--- config.mk ---
export PLATFORM = sky130hd
export DESIGN_NAME = demux_l2_lane_ctrl
export DESIGN_NICKNAME = d
export VERILOG_FILES = /design/src/rtl/demux_l2_lane_ctrl.sv
export SDC_FILE = /design/constraint.sdc
export NUM_CORES = 1
export LEC_CHECK = 0
export ABC_CLOCK_PERIOD_IN_PS = 1500
export BUFFER_PORTS_ARGS = -buffer_cell sky130_fd_sc_hd__buf_2
export CAP_MARGIN = 20
export CORE_AREA = 2 2 56 58
export DETAILED_ROUTE_END_ITERATION = 7
export DIE_AREA = 0 0 58 60
export GPL_ROUTABILITY_DRIVEN = 0
export PLACE_DENSITY = 0.71
export SLEW_MARGIN = 20
export SYNTH_ARGS = -nofsm -noshare
export SYNTH_HDL_FRONTEND = slang
export SYNTH_SLANG_ARGS = --single-unit
--- constraint.sdc ---
create_clock -name clk_4f -period 1.5 [get_ports clk_4f]
set_clock_uncertainty 0.2 [all_clocks]
set_input_delay 0.15 -clock clk_4f [delete_from_list [all_inputs] [get_ports clk_4f]]
set_output_delay 0.15 -clock clk_4f [all_outputs]
set_load 0.005 [all_outputs]
--- src/rtl/demux_l2_lane_ctrl.sv ---
// Receive-side layer-2 lane steering for the 1-to-2 byte demux: alternates accepted bytes
// between two one-entry lane registers, realigning to lane 0 after an idle gap.
// Optional per-lane delivered-byte counters are built when DEMUX_L2_STATS_EN is defined.
module demux_l2_lane_ctrl #(
    parameter int unsigned IDLE_RESYNC = 32'd4
) (
    input  logic       clk_4f,
    input  logic       reset_L,
    input  logic       valid_in,
    input  logic [7:0] data_in,
    output logic       in_ready,
    input  logic       ready0,
    input  logic       ready1,
    output logic       validout0,
    output logic       validout1,
    output logic [7:0] dataout0_demuxL2,
    output logic [7:0] dataout1_demuxL2,
    output logic       lane_ptr,
    output logic       resync,
    output logic [7:0] bytes0,
    output logic [7:0] bytes1
);

    localparam int unsigned GW = $clog2(IDLE_RESYNC + 32'd1);
    localparam logic [GW-1:0] CNT_ONE   = GW'(32'd1);
    localparam logic [GW-1:0] CNT_MAX   = {GW{1'b1}};
    localparam logic [GW-1:0] RESYNC_M1 = GW'(IDLE_RESYNC - 32'd1);

    typedef enum logic [1:0] {
        ST_IDLE = 2'd0,
        ST_RUN  = 2'd1,
        ST_GAP  = 2'd2
    } state_t;

    state_t          state_r;
    state_t          state_nxt_s;
    logic [GW-1:0]   gap_cnt_r;
    logic [GW-1:0]   gap_cnt_nxt_s;
    logic            lane_ptr_r;
    logic            lane_ptr_nxt_s;
    logic            resync_r;
    logic            resync_nxt_s;
    logic            to_idle_s;

    logic            validout0_r;
    logic            validout1_r;
    logic [7:0]      dataout0_r;
    logic [7:0]      dataout1_r;

    logic            in_ready_s;
    logic            accept_s;
    logic            fill0_s;
    logic            fill1_s;
    logic            drain0_s;
    logic            drain1_s;

    // Upstream handshake: the target lane must be empty or emptying this cycle.
    always_comb begin
        in_ready_s = 1'b0;
        if (!reset_L) begin
            in_ready_s = 1'b0;
        end else if (lane_ptr_r) begin
            in_ready_s = !validout1_r || ready1;
        end else begin
            in_ready_s = !validout0_r || ready0;
        end
    end

    assign accept_s = valid_in && in_ready_s;
    assign fill0_s  = accept_s && !lane_ptr_r;
    assign fill1_s  = accept_s && lane_ptr_r;
    assign drain0_s = validout0_r && ready0;
    assign drain1_s = validout1_r && ready1;

    // FSM state and pointer bookkeeping register.
    always_ff @(posedge clk_4f) begin
        if (!reset_L) begin
            state_r    <= ST_IDLE;
            gap_cnt_r  <= {GW{1'b0}};
            lane_ptr_r <= 1'b0;
            resync_r   <= 1'b0;
        end else begin
            state_r    <= state_nxt_s;
            gap_cnt_r  <= gap_cnt_nxt_s;
            lane_ptr_r <= lane_ptr_nxt_s;
            resync_r   <= resync_nxt_s;
        end
    end

    // FSM next-state decode; a stalled valid_in still counts as activity.
    always_comb begin
        state_nxt_s = state_r;
        case (state_r)
            ST_IDLE: begin
                if (accept_s) begin
                    state_nxt_s = ST_RUN;
                end else begin
                    state_nxt_s = ST_IDLE;
                end
            end
            ST_RUN: begin
                if (valid_in) begin
                    state_nxt_s = ST_RUN;
                end else if (IDLE_RESYNC == 32'd1) begin
                    // The first idle cycle already reaches a threshold of one.
                    state_nxt_s = ST_IDLE;
                end else begin
                    state_nxt_s = ST_GAP;
                end
            end
            ST_GAP: begin
                if (valid_in) begin
                    state_nxt_s = ST_RUN;
                end else if (gap_cnt_r >= RESYNC_M1) begin
                    state_nxt_s = ST_IDLE;
                end else begin
                    state_nxt_s = ST_GAP;
                end
            end
            default: begin
                state_nxt_s = ST_IDLE;
            end
        endcase
    end

    // FSM outputs: saturating gap counter, lane pointer and realign pulse.
    always_comb begin
        to_idle_s      = 1'b0;
        gap_cnt_nxt_s  = {GW{1'b0}};
        lane_ptr_nxt_s = lane_ptr_r;
        resync_nxt_s   = 1'b0;

        if ((state_r != ST_IDLE) && (state_nxt_s == ST_IDLE)) begin
            to_idle_s = 1'b1;
        end else begin
            to_idle_s = 1'b0;
        end

        if (state_nxt_s == ST_GAP) begin
            if (state_r != ST_GAP) begin
                gap_cnt_nxt_s = CNT_ONE;
            end else if (gap_cnt_r != CNT_MAX) begin
                gap_cnt_nxt_s = gap_cnt_r + CNT_ONE;
            end else begin
                gap_cnt_nxt_s = gap_cnt_r;
            end
        end else begin
            gap_cnt_nxt_s = {GW{1'b0}};
        end

        // Realign only happens on idle cycles, so it never collides with an accept.
        if (to_idle_s) begin
            lane_ptr_nxt_s = 1'b0;
        end else if (accept_s) begin
            lane_ptr_nxt_s = !lane_ptr_r;
        end else begin
            lane_ptr_nxt_s = lane_ptr_r;
        end

        if (to_idle_s && lane_ptr_r) begin
            resync_nxt_s = 1'b1;
        end else begin
            resync_nxt_s = 1'b0;
        end
    end

    // Lane 0 output register: refill wins over drain in the same cycle.
    always_ff @(posedge clk_4f) begin
        if (!reset_L) begin
            validout0_r <= 1'b0;
            dataout0_r  <= 8'h00;
        end else if (fill0_s) begin
            validout0_r <= 1'b1;
            dataout0_r  <= data_in;
        end else if (drain0_s) begin
            validout0_r <= 1'b0;
        end
    end

    // Lane 1 output register: refill wins over drain in the same cycle.
    always_ff @(posedge clk_4f) begin
        if (!reset_L) begin
            validout1_r <= 1'b0;
            dataout1_r  <= 8'h00;
        end else if (fill1_s) begin
            validout1_r <= 1'b1;
            dataout1_r  <= data_in;
        end else if (drain1_s) begin
            validout1_r <= 1'b0;
        end
    end

`ifdef DEMUX_L2_STATS_EN
    logic [7:0] bytes0_r;
    logic [7:0] bytes1_r;

    // Delivered-byte counters, wrapping at 255.
    always_ff @(posedge clk_4f) begin
        if (!reset_L) begin
            bytes0_r <= 8'h00;
            bytes1_r <= 8'h00;
        end else begin
            if (drain0_s) begin
                bytes0_r <= bytes0_r + 8'd1;
            end
            if (drain1_s) begin
                bytes1_r <= bytes1_r + 8'd1;
            end
        end
    end

    assign bytes0 = bytes0_r;
    assign bytes1 = bytes1_r;
`else
    assign bytes0 = 8'h00;
    assign bytes1 = 8'h00;
`endif

    assign in_ready         = in_ready_s;
    assign validout0        = validout0_r;
    assign validout1        = validout1_r;
    assign dataout0_demuxL2 = dataout0_r;
    assign dataout1_demuxL2 = dataout1_r;
    assign lane_ptr         = lane_ptr_r;
    assign resync           = resync_r;

endmodule

Word level (Yosys, flattened, before mapping)
Cells that the tools add are included.
W data, S select, Z words.
{"block": "totals", "register_bits": 25, "in_bits": 13, "output_inout_bits": 37, "word_cells": 54}
{"block": "classes", "addsub": 1, "order_cmp": 1, "eq_ne": 5, "muxes": 15, "bitwise_logic": 2, "reduce_logical": 21}
{"op": "$mux W1", "n": 11}
{"op": "$reduce_bool A2 Y1", "n": 4}
{"op": "$logic_and A1 B1 Y1", "n": 7}
{"op": "$mux W2", "n": 3}
{"op": "$pmux W2 S3", "n": 1}
{"op": "$eq A2 B2 Y1 const B", "n": 2}
{"op": "$logic_not A2 Y1", "n": 2}
{"op": "$add A3 B1 Y3 const B", "n": 1}
{"op": "$ge A3 B2 Y1 const B", "n": 1}
{"op": "$logic_not A1 Y1", "n": 3}
{"op": "$ne A3 B3 Y1 const B", "n": 1}
{"op": "$reduce_or A3 Y1", "n": 1}
{"op": "$eq A2 B1 Y1 const B", "n": 1}
{"op": "$logic_or A1 B1 Y1", "n": 2}
{"op": "$ne A2 B2 Y1 const B", "n": 1}
{"op": "$not A1 Y1", "n": 2}
{"op": "$reduce_and A2 Y1", "n": 1}
{"op": "$reduce_or A2 Y1", "n": 1}

Longest topological paths before layout
Gate-level depths: netlist of run 1.
{"block": "depth", "ltp_word": 12, "ltp_mapped": 6, "depth_no_buf": 6}

Worst setup path after synthesis of run 1
Ideal clock, no wire load.
{"block": "synth_timing", "path_type": "register -> register", "from": "register gap_cnt_r[0]", "to": "register gap_cnt_r[0]", "arrival_time_ns": 1.279, "required_ns": 1.209, "slack_ns": -0.070, "path_stages_with_launch": 7, "cell_sequence": "dfxtp_1 ha_1 ha_1 nor3_2 and4_4 a21oi_2 a311oi_1"}
{"block": "synth_between", "elab_chain_len": 6, "word_cells_on_any_way": 11, "cone_classes": "add/sub: 1; order compare: 1; eq/ne: 2; mux: 5; reduce/logical: 2"}
{"element": "from (decl)", "line": "37", "rtl": "logic [GW-1:0] gap_cnt_r;"}
{"element": "from (signal assigned)", "line": "79", "rtl": "gap_cnt_r <= {GW{1'b0}};"}
{"element": "from (signal assigned)", "line": "84", "rtl": "gap_cnt_r <= gap_cnt_nxt_s;"}
{"element": "$ge A3 B2 Y1", "line": "114", "rtl": "end else if (gap_cnt_r >= RESYNC_M1) begin"}
{"element": "$mux W2", "line": "114"}
{"element": "$mux W2", "line": "112", "rtl": "if (valid_in) begin"}
{"element": "$pmux W2 S3", "line": "93", "rtl": "case (state_r)"}
{"element": "$eq A2 B2 Y1", "line": "139", "rtl": "if (state_nxt_s == ST_GAP) begin"}
{"element": "$reduce_and A2 Y1 (no line)"}
Several ways; a longest one is shown, not always the timed one. The select of a mux whose other input is x is not followed.
A chain may end at the register's enable or synchronous reset.

Final worst setup path of run 1
Ends and elaborated chain as after synthesis.

==> impl_metrics.ini, run 1 <==
[timing]
slew_violations = 0
worst_slew_pin_slew_ns = 0.594
setup_violations = 4
min_period_ns = 1.59
rsz0062_at_grt = true
post-route-period-util = 1.06
relSlewSlack = 0.603
fmax_mhz = 628
fin_hold_ws_ns = -0.0362
finalWorstSetupSlack_ns = -0.0922
finalHoldViolations = 1

[placement]
portBuffers = 33
dp_cells = 190
hpwlAfterDp_microns = 1720

[critical_path]
critPathRequiredTime_ns = 1.52
cp-end-kind = flip-flop
crit_type = reg2reg
crit_path_start_kind = flip-flop
critPathMaxFanout = 3
cp.arrival_ns = 1.61

[power_and_ir_drop]
p_int_uw = 899
ir_drop_v = 0.000585
swShare = 0.253
clockPowerShare = 0.244
pwr-share-comb = 0.166
p_total_uw = 1200
p_sw_uw = 305
powerDensity_nw_per_um2 = 769
power_frac_seq = 0.590
leakage_uw = 0.000776

[grt]
grt_pass1_wl_microns = 4080
antenna_found_initial = 0
grt_overflow = 0
grt_usage = 0.148
first_global_vias = 947
grt_max_degree = 21

[job]
cap_viol_max_count = 0

[floorplanning]
fp-row-count = 20
die_x_microns = 58
start_util = 0.395
io_pins = 50
fp.dieH_microns = 60
dieArea_sq_um = 3480
core_sq_um = 2900

[clocking]
cts_max_level = 1
numCtsBuffers = 3
clk_pin_slew_ns = 0.14
clockBufferDepth = 2
clkSinkCount = 25
hold_buffers = 11
insertion_delay_ns = 0.31
cts_tree = yes
cts_root_buffer = clkbuf_4

[final_layout]
final_cells = 209
final_common_cell = buf_2
drive_gt1_frac = 0.369
mostFrequentLayoutCells = 33 x buf_2, 22 x nor2_1, 20 x dfxtp_1, 17 x mux2i_1, 16 x conb_1
area_delta_synth_final_pct = 36.5
num-nets-final = 193
final.fill_count = 276
num_antenna_cells = 0

[synth]
netlist_area_sq_um = 1150
seq_area_frac_synth = 0.436
syn_avg_cell_area_sq_um = 9.48
synth.area.top_cells = dfxtp_1 44%, mux2i_1 16%, buf_4 11%
synth_top_area_frac = 0.436
synth-seq-cells = 25
synth_cells = 121
yosys_warnings = 0
yosysTopAreaCell = dfxtp_1
synthDistinctLibCells = 27

[detailed_routing]
dr.pass1.iters = 4
route.detailed.drc = 0
drt_iter0_drc = 18
num_vias = 957
final_antenna_net_count = 0
wl_microns = 2480
wl_per_cell_microns = 11.9
via_per_inst = 4.58

[min_path]
holdCritPathClass = in2reg

[status]
outcome = finished with violations
violations = negative hold slack, negative setup slack
[cells in the mapped netlist]
library cell and n:
dfxtp_1 25, nor2_1 22, mux2i_1 18, buf_4 17, nand2_1 5, inv_1 4, ha_1 3, nor2b_1 3
a21oi_1 2, clkbuf_1 2, nor3_1 2, nor3_2 2, o21ai_0 2, a211oi_1 1, a21oi_2 1, a311oi_1 1
and2_1 1, and2b_2 1, and4_4 1, buf_6 1, conb_1 1, nand2b_1 1, nand3_1 1, nand4_1 1
o2111ai_1 1, or2b_1 1, xor2_1 1
[logic make-up (layout without fill, tap and decap cells)]
| kind of cell | Yosys count | in the layout | synth area share |
|---|---|---|---|
| buffers and inverters | 24 | 64 | 0.141 |
| AOI/OAI and AO/OA | 8 | 8 | 0.0469 |
| other | 1 | 16 | 0.00327 |
| xor gates and xnor gates | 1 | 1 | 0.00763 |
| and+or+nand+nor | 41 | 41 | 0.176 |
| DFF | 25 | 25 | 0.436 |
| adders and majority gates | 3 | 3 | 0.0327 |
| muxes | 18 | 18 | 0.157 |
[worst max-delay path: stages, from the launching register on]
cell      delay [ns]
dfxtp_4         0.38
ha_4            0.17
ha_4            0.16
nor3_4          0.09
and4_4          0.24
a21oi_2         0.05
a311oi_2        0.21
[flip-flops by register name (all words and copies together), names as in the netlist]
name	count
lane_ptr	1
gap_cnt_r	3
resync	1
validout0	1
dataout0_demuxL2	8
dataout1_demuxL2	8
state_r	2
validout1	1
[through the flow]
step	util	instance area, sq um	setup TNS, ns	hold slack (ns)	worst slack (ns)
final	0.540	1570	-0.177	-0.0362	-0.0922
after global routing	0.540	1570	-0.822	-0.0214	-0.168
after CTS	0.526	1530	-0.122	-0.0310	-0.0622
after detailed placement	0.457	1330	-0.0768	0.208	-0.0768
after global placement	0.457	1330	-0.00723	0.193	-0.00723
after floorplan	-	1210	0	0.0938	0.0268
[power groups by stage]
stage | clock network [uW] | registers, uW | logic, uW
global route | 331 | 715 | 223
CTS | 292 | 714 | 185
floorplan | 0 | 726 | 120
finish | 294 | 711 | 200
global placement | 0 | 724 | 152
detailed placement | 0 | 726 | 157
[path summary, 6_finish.rpt]
check	endpoint	depth (start not counted)	start	slack, ns
max reg2reg	gap_cnt_r[0]	6	gap_cnt_r[0]	-0.09
max	gap_cnt_r[0]	6	gap_cnt_r[0]	-0.09
min	validout0	4	ready0	-0.04
min reg2reg	dataout1_demuxL2[3]	2	dataout1_demuxL2[3]	0.31
[timing repair]
action                                  CTS  global route
hold endpoints to repair                 23             1
pin swaps                                 1             4
endpoints found under the setup margin    4            13
resized for setup                        11             9
buffers inserted                          4             1
[layout make-up]
type                    count  area (sq um)  area share
repair buffers             56           369       0.236
multi-input cells          87           603       0.385
flip-flops and latches     25           512       0.327
inverters                   4          15.0     0.00958
clock buffers               4          26.3      0.0168
well taps                  33          41.3      0.0264
[per-layer routing]
layer / track usage / share of wire
met1: 0.174 / 0.40
met2: 0.289 / 0.54
met3: 0.0281 / 0.063
met5: 0 / 0
met4: 0.00997 / 0
Note: power is estimated with default switching activity, not from simulation.
==> run 2: changes to the inputs <==
--- a/config.mk
+++ b/config.mk
@@ -13,6 +13,7 @@
 export DIE_AREA = 0 0 58 60
 export GPL_ROUTABILITY_DRIVEN = 0
 export PLACE_DENSITY = 0.71
+export RECOVER_POWER = 100
 export SLEW_MARGIN = 20
 export SYNTH_ARGS = -nofsm -noshare
 export SYNTH_HDL_FRONTEND = slang
==> constraint.sdc (replaced) <==
create_clock -name clk_4f -period 1.5 [get_ports clk_4f]
set_clock_uncertainty 0.2 [all_clocks]
set_input_delay 0.075 -clock clk_4f [delete_from_list [all_inputs] [get_ports clk_4f]]
set_output_delay 0.075 -clock clk_4f [all_outputs]
set_load 0.005 [all_outputs]
==> impl_metrics.ini, run 2 (same netlist as run 1, synthesis figures left out) <==
[status]
outcome = finished with violations
violations = negative setup slack

[min_path]
holdCritPathClass = in2reg

[timing]
fmax_mhz = 638
finalHoldViolations = 0
min_period_ns = 1.57
setup_violations = 3
fin_hold_ws_ns = 0.0164
finalWorstSetupSlack_ns = -0.0671
fin_tns_setup_ns = -0.195
post-route-period-util = 1.04
relSlewSlack = 0.602
slew_violations = 0
rsz0062_at_grt = true
worst_slew_pin_slew_ns = 0.596

[critical_path]
slowest_stage = dfxtp_2
critPathRequiredTime_ns = 1.51
crit_type = reg2reg
cp.arrival_ns = 1.57
crit_path_start_kind = flip-flop
rrSetupSlack_ns = -0.07
crit_end = state_r[0]
max_stage_delay_ns = 0.35
critPathMaxFanout = 3
crit_top_cell = buf_4
cp-end-kind = flip-flop
worstPathCellList = nor2b_4 -> buf_6 -> mux2i_4 -> buf_4 -> buf_4 -> buf_4 -> nor3_4 -> a211oi_2
ff2ff_path_depth = 8
r2r_start = validout0
r2r-end = state_r[0]
crit_start = validout0

[grt]
antenna_found_initial = 0
grt_pass1_wl_microns = 4260
grt_overflow = 0
grt_usage = 0.156
first_global_vias = 1023
grt_max_degree = 21

[detailed_routing]
wl_microns = 2610
drt_iter0_drc = 14
wl_per_cell_microns = 12.4
dr.pass1.iters = 4
num_vias = 968
route.detailed.drc = 0
final_antenna_net_count = 0
via_per_inst = 4.59

[floorplanning]
fp.dieH_microns = 60
start_util = 0.395
fp-row-count = 20
dieArea_sq_um = 3480
io_pins = 50
core_sq_um = 2900
die_x_microns = 58

[power_and_ir_drop]
powerDensity_nw_per_um2 = 771
ir_drop_v = 0.000525
p_total_uw = 1230
leakage_uw = 0.000783

[final_layout]
mostFrequentLayoutCells = 33 x buf_2, 21 x nor2_1, 20 x dfxtp_1, 17 x mux2i_1, 16 x conb_1
fin_util = 0.550
area_delta_synth_final_pct = 39.0
final.fill_count = 259
final_cells = 211
num-nets-final = 195
final_common_cell = buf_2
drive_gt1_frac = 0.393
num_antenna_cells = 0

[clocking]
clkSinkCount = 25
cts_tree = yes
clockBufferDepth = 2
numCtsBuffers = 3
cts_max_level = 1
cts_root_buffer = clkbuf_4
insertion_delay_ns = 0.31
clk_pin_slew_ns = 0.13

[placement]
portBuffers = 33
dp_cells = 191
hpwlAfterDp_microns = 1730

[job]
cap_viol_max_count = 0
## run 2: worst min path at each step
stage / start / end / slack (ns) / cells after the start
2_1_floorplan: reset_L / gap_cnt_r[1] / 0.02 / 2
3_3_place_gp: data_in[1] / dataout1_demuxL2[1] / 0.12 / 3
3_5_place_dp: data_in[4] / dataout1_demuxL2[4] / 0.13 / 3
4_1_cts: ready0 / validout0 / -0.04 / 5
5_1_grt: valid_in / lane_ptr / 0.03 / 4
6_report: valid_in / lane_ptr / 0.02 / 4
## run 2: per-stage QoR
stage / area, sq um / setup slack [ns]
finish: 1600 / -0.0671
detailed placement: 1330 / -0.0490
global placement: 1330 / -0.0118
floorplan: 1210 / 0.0268
global route: 1600 / -0.129
CTS: 1540 / -0.0776
## run 2: area by class of cell
class / instances / area (sq um) / share of cell area
well taps: 33 / 41.3 / 0.0259
inverters: 4 / 15.0 / 0.00941
multi-input cells: 87 / 611 / 0.383
flip-flops and latches: 25 / 507 / 0.318
clock inverters: 1 / 7.51 / 0.00471
clock buffers: 3 / 22.5 / 0.0141
repair buffers: 58 / 392 / 0.245
## run 2: metal layers
layer | part of all wire | track usage
met5 | 0 | 0
met4 | 0 | 0.0266
met3 | 0.057 | 0.0390
met2 | 0.57 | 0.317
met1 | 0.38 | 0.161
## run 2: where the power goes
part	switching, uW	total [uW]	leakage [uW]	internal [uW]
Combinational	102	217	0.000564	114
Sequential	18.4	710	0.000205	692
Clock	202	304	0.0000139	102
## run 2: worst max-delay path: cells and delay by family (launching register included)
family          cells  cell delay (ns)
compound gates      1             0.06
mux                 1             0.06
buf+inv             4             0.51
simple gates        2             0.28
flops               1             0.35
## run 2: timing repair
action                                  4_1_cts  5_1_grt
endpoints found under the setup margin        5       12
hold buffers                                 11        0
resized for setup                            11       11
endpoints found under the hold margin        23        0
pin swaps                                     1        1
setup buffers                                 3        2
==> run 3: changes to the inputs <==
--- a/config.mk
+++ b/config.mk
@@ -5,14 +5,14 @@
 export SDC_FILE = /design/constraint.sdc
 export NUM_CORES = 1
 export LEC_CHECK = 0
-export ABC_CLOCK_PERIOD_IN_PS = 1500
+export ABC_CLOCK_PERIOD_IN_PS = 1700
 export BUFFER_PORTS_ARGS = -buffer_cell sky130_fd_sc_hd__buf_2
 export CAP_MARGIN = 20
-export CORE_AREA = 2 2 56 58
+export CORE_AREA = 2 2 53 55
 export DETAILED_ROUTE_END_ITERATION = 7
-export DIE_AREA = 0 0 58 60
+export DIE_AREA = 0 0 55 57
 export GPL_ROUTABILITY_DRIVEN = 0
-export PLACE_DENSITY = 0.71
+export PLACE_DENSITY = 0.76
 export RECOVER_POWER = 100
 export SLEW_MARGIN = 20
 export SYNTH_ARGS = -nofsm -noshare
==> constraint.sdc (replaced) <==
create_clock -name clk_4f -period 1.7 [get_ports clk_4f]
set_clock_uncertainty 0.2 [all_clocks]
set_input_delay 0.085 -clock clk_4f [delete_from_list [all_inputs] [get_ports clk_4f]]
set_output_delay 0.085 -clock clk_4f [all_outputs]
set_load 0.005 [all_outputs]
==> impl_metrics.ini, run 3 (same netlist as run 1, synthesis figures left out) <==
[critical_path]
worst-path-buf-inv = 3
crit_type = in2reg
worstPathCellList = dlygate4sd3_1 -> buf_2 -> nand2b_1 -> nand4_1 -> clkbuf_2 -> mux2i_1 -> nor2_1
cp-end-kind = flip-flop
rrSetupSlack_ns = 0.11
crit_end = dataout1_demuxL2[6]
ff2ff_path_depth = 6
critPathMaxFanout = 9
critPathRequiredTime_ns = 1.68
r2r_start = gap_cnt_r[1]
max_stage_delay_ns = 0.54
cp.arrival_ns = 1.61
crit_cells = 7
slowest_stage = dlygate4sd3_1
crit_path_start_kind = primary input
crit_start = ready1
r2r-end = gap_cnt_r[0]
crit_family = buffers and inverters

[clocking]
cts_tree = yes
clkSinkCount = 25
insertion_delay_ns = 0.31
clk_pin_slew_ns = 0.14
cts_root_buffer = clkbuf_4
clockBufferDepth = 2
numCtsBuffers = 3
cts_max_level = 1

[grt]
grt_max_degree = 21
first_global_vias = 937
grt_usage = 0.164
grt_overflow = 0
antenna_found_initial = 0
grt_pass1_wl_microns = 3880

[final_layout]
final.fill_count = 225
final_cells = 199
final_common_cell = buf_2
drive_gt1_frac = 0.238
num_antenna_cells = 0
num-nets-final = 185
mostFrequentLayoutCells = 24 x buf_2, 23 x dfxtp_1, 22 x nor2_1, 18 x mux2i_1, 16 x conb_1
seqCellArea_sq_um = 503
area_delta_synth_final_pct = 24.2
multi_input_area_sq_um = 544

[timing]
post-route-period-util = 0.957
slew_violations = 0
fmax_mhz = 615
rsz0062_at_grt = false
min_period_ns = 1.63
worst_slew_pin_slew_ns = 0.569
setup_violations = 0
finalHoldViolations = 0
fin_tns_setup_ns = 0
relSlewSlack = 0.620

[status]
outcome = finished clean

[floorplanning]
io_pins = 50
dieArea_sq_um = 3140
start_util = 0.439
die_x_microns = 55
fp.dieH_microns = 57
core_sq_um = 2620
fp-row-count = 19

[detailed_routing]
drt_iter0_drc = 10
final_antenna_net_count = 0
num_vias = 926
via_per_inst = 4.65
wl_per_cell_microns = 11.5
route.detailed.drc = 0
wl_microns = 2300
dr.pass1.iters = 4

[placement]
dp_cells = 182
hpwlAfterDp_microns = 1670
portBuffers = 33

[job]
cap_viol_max_count = 0

[power_and_ir_drop]
p_int_uw = 777
swShare = 0.255
clockPowerShare = 0.252
p_sw_uw = 266
powerDensity_nw_per_um2 = 732
leakage_uw = 0.000688
power_frac_seq = 0.602
ir_drop_v = 0.000529
pwr-share-comb = 0.146

[min_path]
holdCritPathClass = in2reg
-- run 3: changes by cell type in the layout (fill, tap and decap cells not counted), moves of 2 or more --
cell and change:
buf_4 -9, nor3_1 +2, dfxtp_2 -3, ha_4 -2, clkbuf_1 +9, buf_2 -9, dfxtp_1 +3, ha_2 +2
buf_6 -3
-- run 3: metal layers --
| layer | up-vias | GRT usage | share of wire | wire, microns |
|---|---|---|---|---|
| met2 | 33 | 0.298 | 0.52 | 1190 |
| met4 | 0 | 0.0383 | 0 | 0 |
| met3 | 0 | 0.0419 | 0.059 | 135 |
| li1 | 458 | - | - | - |
| met1 | 435 | 0.187 | 0.42 | 968 |
| met5 | - | 0 | 0 | 0 |
-- run 3: tightest hold or removal path, cell delays in order --
cell and delay, ns:
buf_2 0.08, nor2b_2 0.05, nor2b_1 0.10, o2111ai_1 0.12, o21ai_0 0.08
-- run 3: worst min path at each step --
stage | slack, ns | cells after the start | from | endpoint
after floorplan | 0.03 | 2 | reset_L | gap_cnt_r[1]
after global placement | 0.13 | 3 | data_in[0] | dataout1_demuxL2[0]
after detailed placement | 0.14 | 3 | data_in[1] | dataout0_demuxL2[1]
after CTS | 0.03 | 5 | ready0 | lane_ptr
after global routing | 0.09 | 5 | ready0 | lane_ptr
final | 0.03 | 5 | ready0 | lane_ptr
-- run 3: cell type report --
type / instances / share of cell area
timing repair buffer: 48 / 0.206
clock inverter: 1 / 0.00527
multi-input combinational: 87 / 0.382
tap: 31 / 0.0272
inverter: 4 / 0.0105
clock buffer: 3 / 0.0158
sequential: 25 / 0.353
-- run 3: through the flow --
step	total power [uW]	area, sq um	hold slack [ns]	util	setup slack [ns]
global route	1110	1430	0.0902	0.545	0.0174
global placement	766	1280	0.130	0.488	0.0855
finish	1040	1430	0.0307	0.545	0.0739
floorplan	746	1200	0.0288	-	0.130
detailed placement	773	1280	0.142	0.488	0.0242
CTS	1060	1440	0.0316	0.549	0.00239
-- run 3: power by group through the flow --
stage	registers (uW)	clock network, uW	logic (uW)
6_report	628	263	152
5_1_grt	632	304	173
4_1_cts	628	276	155
3_5_place_dp	640	0	132
3_3_place_gp	639	0	127
2_1_floorplan	640	0	106
-- run 3: what timing repair did --
item                                    4_1_cts  5_1_grt
hold endpoints to repair                     23        0
pin swaps                                     0        2
hold buffers                                 12        0
gates resized for setup                       1        5
endpoints found under the setup margin        1        3
setup buffers                                 1        0
